File: config.mk
export PLATFORM = sky130hd
export DESIGN_NAME = throw_turn_ctl_flat
export DESIGN_NICKNAME = d
export VERILOG_FILES = /design/src/rtl/throw_turn_ctl_pkg.sv /design/src/rtl/throw_turn_ctl_if.sv /design/src/rtl/throw_turn_ctl_wind_lfsr.sv /design/src/rtl/throw_turn_ctl.sv /design/src/flat_wrapper.sv
export SDC_FILE = /design/constraint.sdc
export NUM_CORES = 1
export LEC_CHECK = 0
export CAP_MARGIN = 10
export CORE_MARGIN = 8
export CORE_UTILIZATION = 40
export CTS_BUF_LIST = sky130_fd_sc_hd__clkbuf_16
export CTS_CLUSTER_SIZE = 16
export DETAILED_ROUTE_END_ITERATION = 10
export PLACE_DENSITY = 0.62
export SETUP_SLACK_MARGIN = 0.1
export SLEW_MARGIN = 20
export SYNTH_ARGS = -nofsm -noshare
export SYNTH_HDL_FRONTEND = slang
export SYNTH_HIERARCHICAL = 1
export SYNTH_SLANG_ARGS = --single-unit
File: constraint.sdc
create_clock -name clk -period 3.5 [get_ports clk]
set_clock_uncertainty 0.2 [all_clocks]
set_input_delay 0.35 -clock clk [delete_from_list [all_inputs] [get_ports clk]]
set_output_delay 0.35 -clock clk [all_outputs]
set_load 0.03 [all_outputs]
File: src/rtl/throw_turn_ctl_pkg.sv
// Shared types and constants for the throw turn controller: turn/state enums,
// wind range constants and small arithmetic helpers.
package throw_turn_ctl_pkg;

  typedef enum logic {
    TURN_CAT = 1'b0,
    TURN_DOG = 1'b1
  } turn_e;

  typedef enum logic [2:0] {
    IDLE,
    ARM,
    THROW,
    RELEASE,
    SCORE,
    OVER
  } turn_state_e;

  localparam int HP_W    = 4;
  localparam int WIND_W  = 7;
  localparam int FORCE_W = 10;

  localparam logic [WIND_W-1:0] WIND_CALM = 7'd50;
  localparam logic [WIND_W-1:0] WIND_MAX  = 7'd100;
  localparam logic [WIND_W-1:0] LFSR_SEED = 7'h5A;

  // Folds the 1..127 LFSR range into 0..100 by pulling the top values down.
  function automatic logic [WIND_W-1:0] wind_map(input logic [WIND_W-1:0] v);
    return (v > WIND_MAX) ? (v - 7'd27) : v;
  endfunction

  function automatic logic [HP_W-1:0] hp_sub_sat(input logic [HP_W-1:0] hp,
                                                 input logic [HP_W-1:0] dmg);
    return (hp > dmg) ? (hp - dmg) : '0;
  endfunction

endpackage

File: src/rtl/throw_turn_ctl_if.sv
// Enable/done/hit handshake between the turn controller (master) and the
// cat/dog throw controllers (slave side).
interface throw_turn_ctl_if;
  import throw_turn_ctl_pkg::*;

  logic               enable_cat;
  logic               enable_dog;
  logic               throw_done_cat;
  logic               throw_done_dog;
  logic               hit_cat;
  logic               hit_dog;
  logic [FORCE_W-1:0] throw_force;
  logic [WIND_W-1:0]  wind_force;

  modport master (
    output enable_cat, enable_dog, throw_force, wind_force,
    input  throw_done_cat, throw_done_dog, hit_cat, hit_dog
  );

  modport slave (
    input  enable_cat, enable_dog, throw_force, wind_force,
    output throw_done_cat, throw_done_dog, hit_cat, hit_dog
  );

endinterface

File: src/rtl/throw_turn_ctl_wind_lfsr.sv
// Free-running 7-bit LFSR (x^7+x^6+1) whose value is folded into a 0..100 wind
// reading and captured only when draw is asserted.
module wind_lfsr
  import throw_turn_ctl_pkg::*;
(
  input  logic              clk,
  input  logic              rst_n,
  input  logic              draw,
  output logic [WIND_W-1:0] wind
);

  logic [WIND_W-1:0] lfsr_reg;
  logic [WIND_W-1:0] wind_reg;

  always_ff @(posedge clk) begin
    if (!rst_n) begin
      lfsr_reg <= LFSR_SEED;
      wind_reg <= WIND_CALM;
    end else begin
      lfsr_reg <= {lfsr_reg[WIND_W-2:0], lfsr_reg[6] ^ lfsr_reg[5]};
      if (draw) begin
        wind_reg <= wind_map(lfsr_reg);
      end
    end
  end

  assign wind = wind_reg;

endmodule

File: src/rtl/throw_turn_ctl.sv
// Turn/round controller: alternates cat and dog throws over the enable/done
// handshake, latches force and wind, scores hits and declares the winner.
module throw_turn_ctl
  import throw_turn_ctl_pkg::*;
#(
  parameter int HP_INIT    = 5,
  parameter int DAMAGE     = 1,
  parameter int TICK_DIV   = 65000,
  parameter int TIMEOUT_TK = 5000
) (
  input  logic               clk,
  input  logic               rst_n,
  input  logic               start,
  input  logic               throw_req,
  input  logic [FORCE_W-1:0] force_in,
  throw_turn_ctl_if.master   thr,
  output logic               turn,
  output logic [HP_W-1:0]    hp_cat,
  output logic [HP_W-1:0]    hp_dog,
  output logic               game_over,
  output logic               winner
);

  localparam int TICK_W = (TICK_DIV > 1) ? $clog2(TICK_DIV) : 1;
  localparam int TO_W   = (TIMEOUT_TK > 1) ? $clog2(TIMEOUT_TK) : 1;

  localparam logic [TICK_W-1:0] TICK_LAST = TICK_W'(TICK_DIV - 1);
  localparam logic [TO_W-1:0]   TO_LAST   = TO_W'(TIMEOUT_TK - 1);
  localparam logic [HP_W-1:0]   HP_RELOAD = HP_W'(HP_INIT);
  localparam logic [HP_W-1:0]   DMG       = HP_W'(DAMAGE);

  turn_state_e        state_reg;
  turn_e              turn_reg;
  logic               enable_cat_reg;
  logic               enable_dog_reg;
  logic [FORCE_W-1:0] throw_force_reg;
  logic               hit_seen_reg;
  logic               game_over_reg;
  logic               winner_reg;
  logic [TICK_W-1:0]  tick_cnt_reg;
  logic [TO_W-1:0]    to_cnt_reg;

  logic            done_act;
  logic            hit_act;
  logic            tick;
  logic            timed_out;
  logic [HP_W-1:0] target_hp;
  logic [HP_W-1:0] target_hp_next;
  logic            score_over;
  logic            game_start;
  logic            arm_entry;

  // Only the side whose turn it is may end the throw or score.
  always_comb begin
    done_act       = (turn_reg == TURN_DOG) ? thr.throw_done_dog : thr.throw_done_cat;
    hit_act        = (turn_reg == TURN_DOG) ? thr.hit_dog : thr.hit_cat;
    tick           = (tick_cnt_reg == TICK_LAST);
    timed_out      = tick && (to_cnt_reg == TO_LAST);
    target_hp      = (turn_reg == TURN_DOG) ? hp_cat : hp_dog;
    target_hp_next = hit_seen_reg ? hp_sub_sat(target_hp, DMG) : target_hp;
    score_over     = hit_seen_reg && (target_hp_next == '0);
    game_start     = start && ((state_reg == IDLE) || (state_reg == OVER));
    arm_entry      = game_start || ((state_reg == SCORE) && !score_over);
  end

  always_ff @(posedge clk) begin
    if (!rst_n) begin
      state_reg       <= IDLE;
      turn_reg        <= TURN_CAT;
      enable_cat_reg  <= 1'b0;
      enable_dog_reg  <= 1'b0;
      throw_force_reg <= '0;
      hit_seen_reg    <= 1'b0;
      game_over_reg   <= 1'b0;
      winner_reg      <= 1'b0;
      tick_cnt_reg    <= '0;
      to_cnt_reg      <= '0;
    end else begin
      tick_cnt_reg <= tick ? '0 : tick_cnt_reg + 1'b1;
      case (state_reg)
        IDLE, OVER: begin
          if (start) begin
            state_reg     <= ARM;
            turn_reg      <= TURN_CAT;
            game_over_reg <= 1'b0;
          end
        end
        ARM: begin
          if (throw_req) begin
            state_reg       <= THROW;
            throw_force_reg <= force_in;
            hit_seen_reg    <= 1'b0;
            tick_cnt_reg    <= '0;
            to_cnt_reg      <= '0;
            enable_cat_reg  <= (turn_reg == TURN_CAT);
            enable_dog_reg  <= (turn_reg == TURN_DOG);
          end
        end
        THROW: begin
          if (hit_act) begin
            hit_seen_reg <= 1'b1;
          end
          if (tick) begin
            to_cnt_reg <= to_cnt_reg + 1'b1;
          end
          if (done_act || timed_out) begin
            state_reg      <= RELEASE;
            enable_cat_reg <= 1'b0;
            enable_dog_reg <= 1'b0;
          end
        end
        RELEASE: begin
          if (hit_act) begin
            hit_seen_reg <= 1'b1;
          end
          if (!done_act) begin
            state_reg <= SCORE;
          end
        end
        SCORE: begin
          if (score_over) begin
            state_reg     <= OVER;
            game_over_reg <= 1'b1;
            winner_reg    <= turn_reg;
          end else begin
            state_reg <= ARM;
            turn_reg  <= (turn_reg == TURN_CAT) ? TURN_DOG : TURN_CAT;
          end
        end
        default: begin
          state_reg <= IDLE;
        end
      endcase
    end
  end

  // Per-player hit points: index 0 is the cat, index 1 the dog. A player is the
  // damage target while the other side holds the turn.
  for (genvar gi = 0; gi < 2; gi++) begin : gen_hp
    logic hp_target;
    logic [HP_W-1:0] hp_reg;

    assign hp_target = ((turn_reg == TURN_DOG) == (gi == 0));

    always_ff @(posedge clk) begin
      if (!rst_n) begin
        hp_reg <= HP_RELOAD;
      end else if (game_start) begin
        hp_reg <= HP_RELOAD;
      end else if ((state_reg == SCORE) && hp_target) begin
        hp_reg <= target_hp_next;
      end
    end
  end

  wind_lfsr u_wind (
    .clk   (clk),
    .rst_n (rst_n),
    .draw  (arm_entry),
    .wind  (thr.wind_force)
  );

  assign thr.enable_cat  = enable_cat_reg;
  assign thr.enable_dog  = enable_dog_reg;
  assign thr.throw_force = throw_force_reg;
  assign turn            = turn_reg;
  assign hp_cat          = gen_hp[0].hp_reg;
  assign hp_dog          = gen_hp[1].hp_reg;
  assign game_over       = game_over_reg;
  assign winner          = winner_reg;

endmodule
File: src/flat_wrapper.sv
// flat-port wrapper written by rule: the top's interface ports become plain ports
module throw_turn_ctl_flat import throw_turn_ctl_pkg::*;
#(
  parameter int HP_INIT    = 5,
  parameter int DAMAGE     = 1,
  parameter int TICK_DIV   = 65000,
  parameter int TIMEOUT_TK = 5000
)
  (clk, rst_n, start, throw_req, force_in, turn, hp_cat, hp_dog, game_over, winner, thr_enable_cat, thr_enable_dog, thr_throw_force, thr_wind_force, thr_throw_done_cat, thr_throw_done_dog, thr_hit_cat, thr_hit_dog);
  throw_turn_ctl_if thr_i ();
  input  logic clk;
  input  logic rst_n;
  input  logic start;
  input  logic throw_req;
  input  logic [FORCE_W-1:0] force_in;
  output logic turn;
  output logic [HP_W-1:0] hp_cat;
  output logic [HP_W-1:0] hp_dog;
  output logic game_over;
  output logic winner;
  output wire logic [$bits(thr_i.enable_cat)-1:0] thr_enable_cat;
  output wire logic [$bits(thr_i.enable_dog)-1:0] thr_enable_dog;
  output wire logic [$bits(thr_i.throw_force)-1:0] thr_throw_force;
  output wire logic [$bits(thr_i.wind_force)-1:0] thr_wind_force;
  input wire logic [$bits(thr_i.throw_done_cat)-1:0] thr_throw_done_cat;
  input wire logic [$bits(thr_i.throw_done_dog)-1:0] thr_throw_done_dog;
  input wire logic [$bits(thr_i.hit_cat)-1:0] thr_hit_cat;
  input wire logic [$bits(thr_i.hit_dog)-1:0] thr_hit_dog;
  assign thr_enable_cat = thr_i.enable_cat;
  assign thr_enable_dog = thr_i.enable_dog;
  assign thr_throw_force = thr_i.throw_force;
  assign thr_wind_force = thr_i.wind_force;
  assign thr_i.throw_done_cat = thr_throw_done_cat;
  assign thr_i.throw_done_dog = thr_throw_done_dog;
  assign thr_i.hit_cat = thr_hit_cat;
  assign thr_i.hit_dog = thr_hit_dog;
  throw_turn_ctl #(.HP_INIT(HP_INIT), .DAMAGE(DAMAGE), .TICK_DIV(TICK_DIV), .TIMEOUT_TK(TIMEOUT_TK)) u_core (.clk(clk), .rst_n(rst_n), .start(start), .throw_req(throw_req), .force_in(force_in), .thr(thr_i), .turn(turn), .hp_cat(hp_cat), .hp_dog(hp_dog), .game_over(game_over), .winner(winner));
endmodule
; Word-level counts from Yosys, hierarchy flattened
; Index checks and enable logic that the tools add are counted.
[op_classes]
bitwise_logic = 3
n_reduce_logical = 26
n_eq_ne = 15
add_sub_neg = 4
magnitude_cmp = 2
muxes = 32
[op_table]
columns = cell, n
row1 = 16-bit two-way mux, 3
row2 = 13-bit two-way mux, 2
row3 = 13-bit one-hot mux with 2 select lines, 1
row4 = "16-bit by 1-bit adder with 16-bit output, second input constant", 1
row5 = "16-bit equality test, second input constant", 1
row6 = 3-bit two-way mux, 5
row7 = 3-bit one-hot mux with 5 select lines, 1
row8 = 3-bit AND reduction, 5
row9 = "13-bit by 1-bit adder with 13-bit output, second input constant", 1
row10 = "13-bit equality test, second input constant", 1
row11 = 4-bit two-way mux, 3
row12 = 1-bit two-way mux, 11
row13 = 1-bit one-hot mux with 2 select lines, 5
row14 = "2-bit by 1-bit != test with 1-bit output, second input constant", 4
row15 = "2-bit != test, second input constant", 4
row16 = "7-bit > comparator, second input constant", 1
row17 = 7-bit two-way mux, 1
row18 = "7-bit by 5-bit subtractor with 7-bit output, second input constant", 1
row19 = "3-bit by 2-bit equality test with 1-bit output, second input constant", 2
row20 = "3-bit equality test, second input constant", 2
row21 = 1-bit logical AND, 6
row22 = 2-bit nonzero test, 3
row23 = 2-bit OR reduction, 3
row24 = "4-bit by 1-bit > comparator with 1-bit output, second input constant", 1
row25 = 10 further kinds, 14
[word_totals]
elab_cells = 96
out_inout_bits = 30
regBits = 70
input_bits = 18

; Logic depth before layout (Yosys ltp)
[depth]
word_depth = 9
ltp_mapped = 12
ltp_nobuf = 10

; Cells and area by module
; The synthesis kept the hierarchy.
[by_module_without_submodules]
columns = module, seq_area_each_um2, n_inst, area_each_um2, cells_each
row1 = throw_turn_ctl, 1121.1, 1, 2825.2, 328
row2 = wind_lfsr, 280.3, 1, 655.6, 70

; Worst setup path before layout
; No wires, ideal clock.
[synth_path]
path_kind = reg2reg
start = register u_core.turn_reg, in the netlist u_core/turn
end = register u_core.u_wind.wind_reg[4], in the netlist u_core/u_wind/wind[4]
setup_slack_ns = 0.659
path_stages_with_launch = 13
t_required_ns = 3.173
arrival_time_ns = 2.514
setup_time_ns = 0.127
n_path_buf = 3
synth_period_minus_slack_ns = 2.841
path_cell_list = dfxtp_1 > buf_2 > buf_6 > mux2i_1 > ha_1 > nand2_1 > o21ai_0 > nand4_1 > nor2_1 > nor2_1 > clkbuf_1 > mux2i_1 > nand2_1
[synth_between]
elab_chain_len = 9
word_cells_on_any_way = 10
cone_classes = 1 x add/sub / 1 x order compare / 3 x mux / 5 x reduce/logical
[synth_lines]
columns = element, line
row1 = "start, declared", throw_turn_ctl.sv:33  ; turn_e turn_reg;
row2 = "start signal, assigned", throw_turn_ctl.sv:127  ; turn_reg <= (turn_reg == TURN_CAT) ? TURN_DOG : TURN_CAT;
row3 = 4-bit two-way mux (*), throw_turn_ctl.sv:59  ; target_hp = (turn_reg == TURN_DOG) ? hp_cat : hp_dog;
row4 = 4-bit by 1-bit subtractor with 4-bit output or 4-bit by 1-bit > comparator with 1-bit output (tied branches), throw_turn_ctl_pkg.sv:34  ; return (hp > dmg) ? (hp - dmg) : '0;
row5 = 4-bit two-way mux, throw_turn_ctl_pkg.sv:34
row6 = 4-bit two-way mux (*), throw_turn_ctl.sv:60  ; target_hp_next = hit_seen_reg ? hp_sub_sat(target_hp, DMG) : target_hp;
row7 = 4-bit logical NOT (*), throw_turn_ctl.sv:61  ; score_over = hit_seen_reg && (target_hp_next == '0);
row8 = 1-bit logical AND (*), throw_turn_ctl.sv:61
row9 = 1-bit logical NOT (*), throw_turn_ctl.sv:63  ; arm_entry = game_start || ((state_reg == SCORE) && !score_over);
row10 = 1-bit logical AND (*), throw_turn_ctl.sv:63
row11 = 1-bit logical OR (*), throw_turn_ctl.sv:63
row12 = via u_core.arm_entry, throw_turn_ctl.sv:51  ; logic arm_entry;
row13 = "end signal, assigned", throw_turn_ctl_wind_lfsr.sv:22  ; wind_reg <= wind_map(lfsr_reg);
row14 = "end, declared", throw_turn_ctl_wind_lfsr.sv:13  ; logic [WIND_W-1:0] wind_reg;
; The timed path passes the listed nets; every way through them passes the cells marked *.
; A chain may end at the register's enable or synchronous reset.

; Worst setup path in the final report
; Same ends and word-level chain as after synthesis.

==> results.cfg <==
[placed_design]
dp_hpwl_um = 5501
place_congestion = 0.7968
place_area_um2 = 3990
io_buffers = 47
dp_slack_ns = 1.132

[cells_and_area]
final_cell_area_um2 = 4289
largest_register_ffs = 16
mostFrequentLayoutCells = dfxtp_1 (70), clkdlybuf4s50_1 (47), nand2_1 (44)
layout_commonest_cell = dfxtp_1
drive_above_1_share_pct = 10.99
nets = 466
antennaDiodeCount = 0
area_growth_pct = 23.22

[timing]
finalCritPeriodShare_pct = 68.60
fmax_ghz = 0.4165
finalSetupViolCount = 0
tightest_slew_ns = 0.6452
hold_viol = 0
max-slew-margin-rel_pct = 56.70
fin_ws_ns = 1.099
drv_slew = 0
setup_tns_ns = 0
fin_crit_ns = 2.401
rsz0062_at_grt = no

[yosys]
synth_cell_types = 61
async_flop_share_pct = 0
synth_area_um2 = 3481
synth_cells = 398
seq_area_frac_synth_pct = 40.26
synthFlopType = dfxtp_1
synth-seq-cells = 70
yosysWarnings = 6
syn_avg_cell_area_um2 = 8.746
synth_edf_count = 0
synth_fp_nets = 423

[drt]
ant_nets = 0
drt_wl_total_um = 7766
via_count = 2876
viasPerCell = 5.191
drc = 0
routedWlPerCell_um = 14.02
drt_first_iter_violations = 136
first_pass_iters = 5

[floorplan]
num_rows = 34
dieHeight_um = 109.3
io_pins = 48
start_util_pct = 40.51
dieArea_um2 = 11940
coreArea_um2 = 8593
die_w_um = 109.3

[setup_path]
worstPathMaxFanout = 14
cp.depth = 11
required_ns = 3.51
cpMaxStageDelayCell = dfxtp_1
r2r_cells = 11
cp_top_family = simple AND/OR/NAND/NOR gates
startpoint_type = flop
critPathArrivalTime_ns = 2.41
cp_cell_sequence = mux2i_1 -> inv_1 -> ha_1 -> nor2_1 -> o21ai_0 -> nand4_1 -> nor2_1 -> nor2_1 -> buf_4 -> mux2i_1 -> nand2_1
worstSetupPathType = flop to flop
slowest_delay_ns = 0.38
crit_path_frequent_cell = nor2_1
cp-end-kind = flop
cp.buffers_inverters = 2

[clock_network]
cts_hold_buffers = 0
clk_path_buf_depth = 2
cts_buffers = 9
path_clk_slew_ns = 0.06
post_cts_resized = 0
cts_setup_buffers = 0
root_buffer = clkbuf_16
cts_tree = yes
clk-insertion-delay-late_ns = 0.33
cts_htree_levels = 3
cts_sinks = 70

[global_routing]
grt_pass1_wl_um = 13070
grt_overflow = 0
antenna_found_initial = 0
grt_max_degree = 26
grtUsageTotal_pct = 13.34
grt_pass1_vias = 2889

[power_and_ir_drop]
p_per_area_nw_per_um2 = 464.3
p_total_uw = 1991
ir_worst_vdd_mv = 0.2509
p_leak_uw = 0.001464

[worst_hold_path]
hold_path_depth = 2
hold_class = flop to flop

[job]
maxCapViolCount = 0

[status]
outcome = complete, no violations
## where the power goes
part | internal, uW | switching, uW
clock network | 552 | 350
registers | 827 | 33.8
logic | 98.4 | 130
## worst paths after layout
check,startpoint,end,slack [ns]
max reg2reg,u_core/turn,u_core/u_wind/wind[4],1.10
min reg2reg,u_core/thr.throw_force[9],u_core/thr.throw_force[9],0.26
min,u_core/thr.throw_force[9],u_core/thr.throw_force[9],0.26
max,u_core/turn,u_core/u_wind/wind[4],1.10
## cell type report
| class | instances | area [um2] |
|---|---|---|
| clock buffers | 9 | 225.2 |
| clock inverters | 7 | 73.82 |
| fillers | 815 | 4304 |
| inverters | 12 | 45.04 |
| multi-input cells | 296 | 1901 |
| flip-flops and latches | 70 | 1401 |
| well taps | 108 | 135.1 |
| repair buffers | 52 | 508.0 |
## worst min-delay path: stages, from the launching register on
cell and delay (ns):
dfxtp_1 0.31, nand2_1 0.05, a21oi_1 0.05
## per-stage QoR
| step | cells | util, % | hold WS, ns |
|---|---|---|---|
| 2_1_floorplan | 398 | - | 0.2231 |
| 3_3_place_gp | 538 | 46.43 | 0.2419 |
| 3_5_place_dp | 538 | 46.43 | 0.2485 |
| 4_1_cts | 554 | 49.91 | 0.2545 |
| 5_1_grt | 554 | 49.91 | 0.2665 |
| 6_report | 554 | 49.91 | 0.2575 |
## layer usage
metal / part of all wire, % / global-route usage [%] / vias up / routed length, um
met3: 5.7 / 4.137 / 4 / 442
met4: 0.81 / 5.593 / 0 / 63
met2: 45 / 21.27 / 67 / 3514
met1: 48 / 16.31 / 1341 / 3745
met5: 0 / 0 / - / 0
li1: - / - / 1464 / -
## synthesized netlist by cell type, types with 2 or more instances
cell type   n  area share, %
and2_1      3           0.54
o31ai_1     3           0.65
o211a_1     2           0.58
a31oi_1     3           0.54
nor4_2      3            1.1
buf_6       5            1.6
nand2b_1    6            1.1
nand2_1    44            4.7
nor3_1     16            2.3
ha_1        7            2.5
nand3_1    19            2.7
nand4_1     9            1.6
o21ai_0     9            1.3
inv_1      12            1.3
clkbuf_1   10            1.1
or3_1       5           0.90
o211ai_1    2           0.43
xnor2_1    15            3.8
or2_1       2           0.36
mux2_2      3           0.97
a21oi_1    24            3.5
buf_2       3           0.43
o21a_1      2           0.43
a22oi_1     3           0.65
nor2_4     10            3.2
mux2i_1     8            2.3
and4_1      2           0.50
xor2_1     11            2.8
dfxtp_1    70             40
a211oi_1    4           0.86
nor2b_1     2           0.36
nand4b_1    2           0.50
o22ai_1     4           0.72
and3_1      5           0.90
nor2_2      2           0.36
nor2_1     43            4.6
## logic make-up after synthesis
family                     share of synthesized area [%]
and+or+nand+nor                                    29.94
DFF                                                40.26
AOI/OAI and AO/OA                                  12.04
buffers and inverters                              5.140
xor gates and xnor gates                           6.542
muxes                                              3.271
adders and majority gates                          2.804
Power figures use the tool's default switching activity.
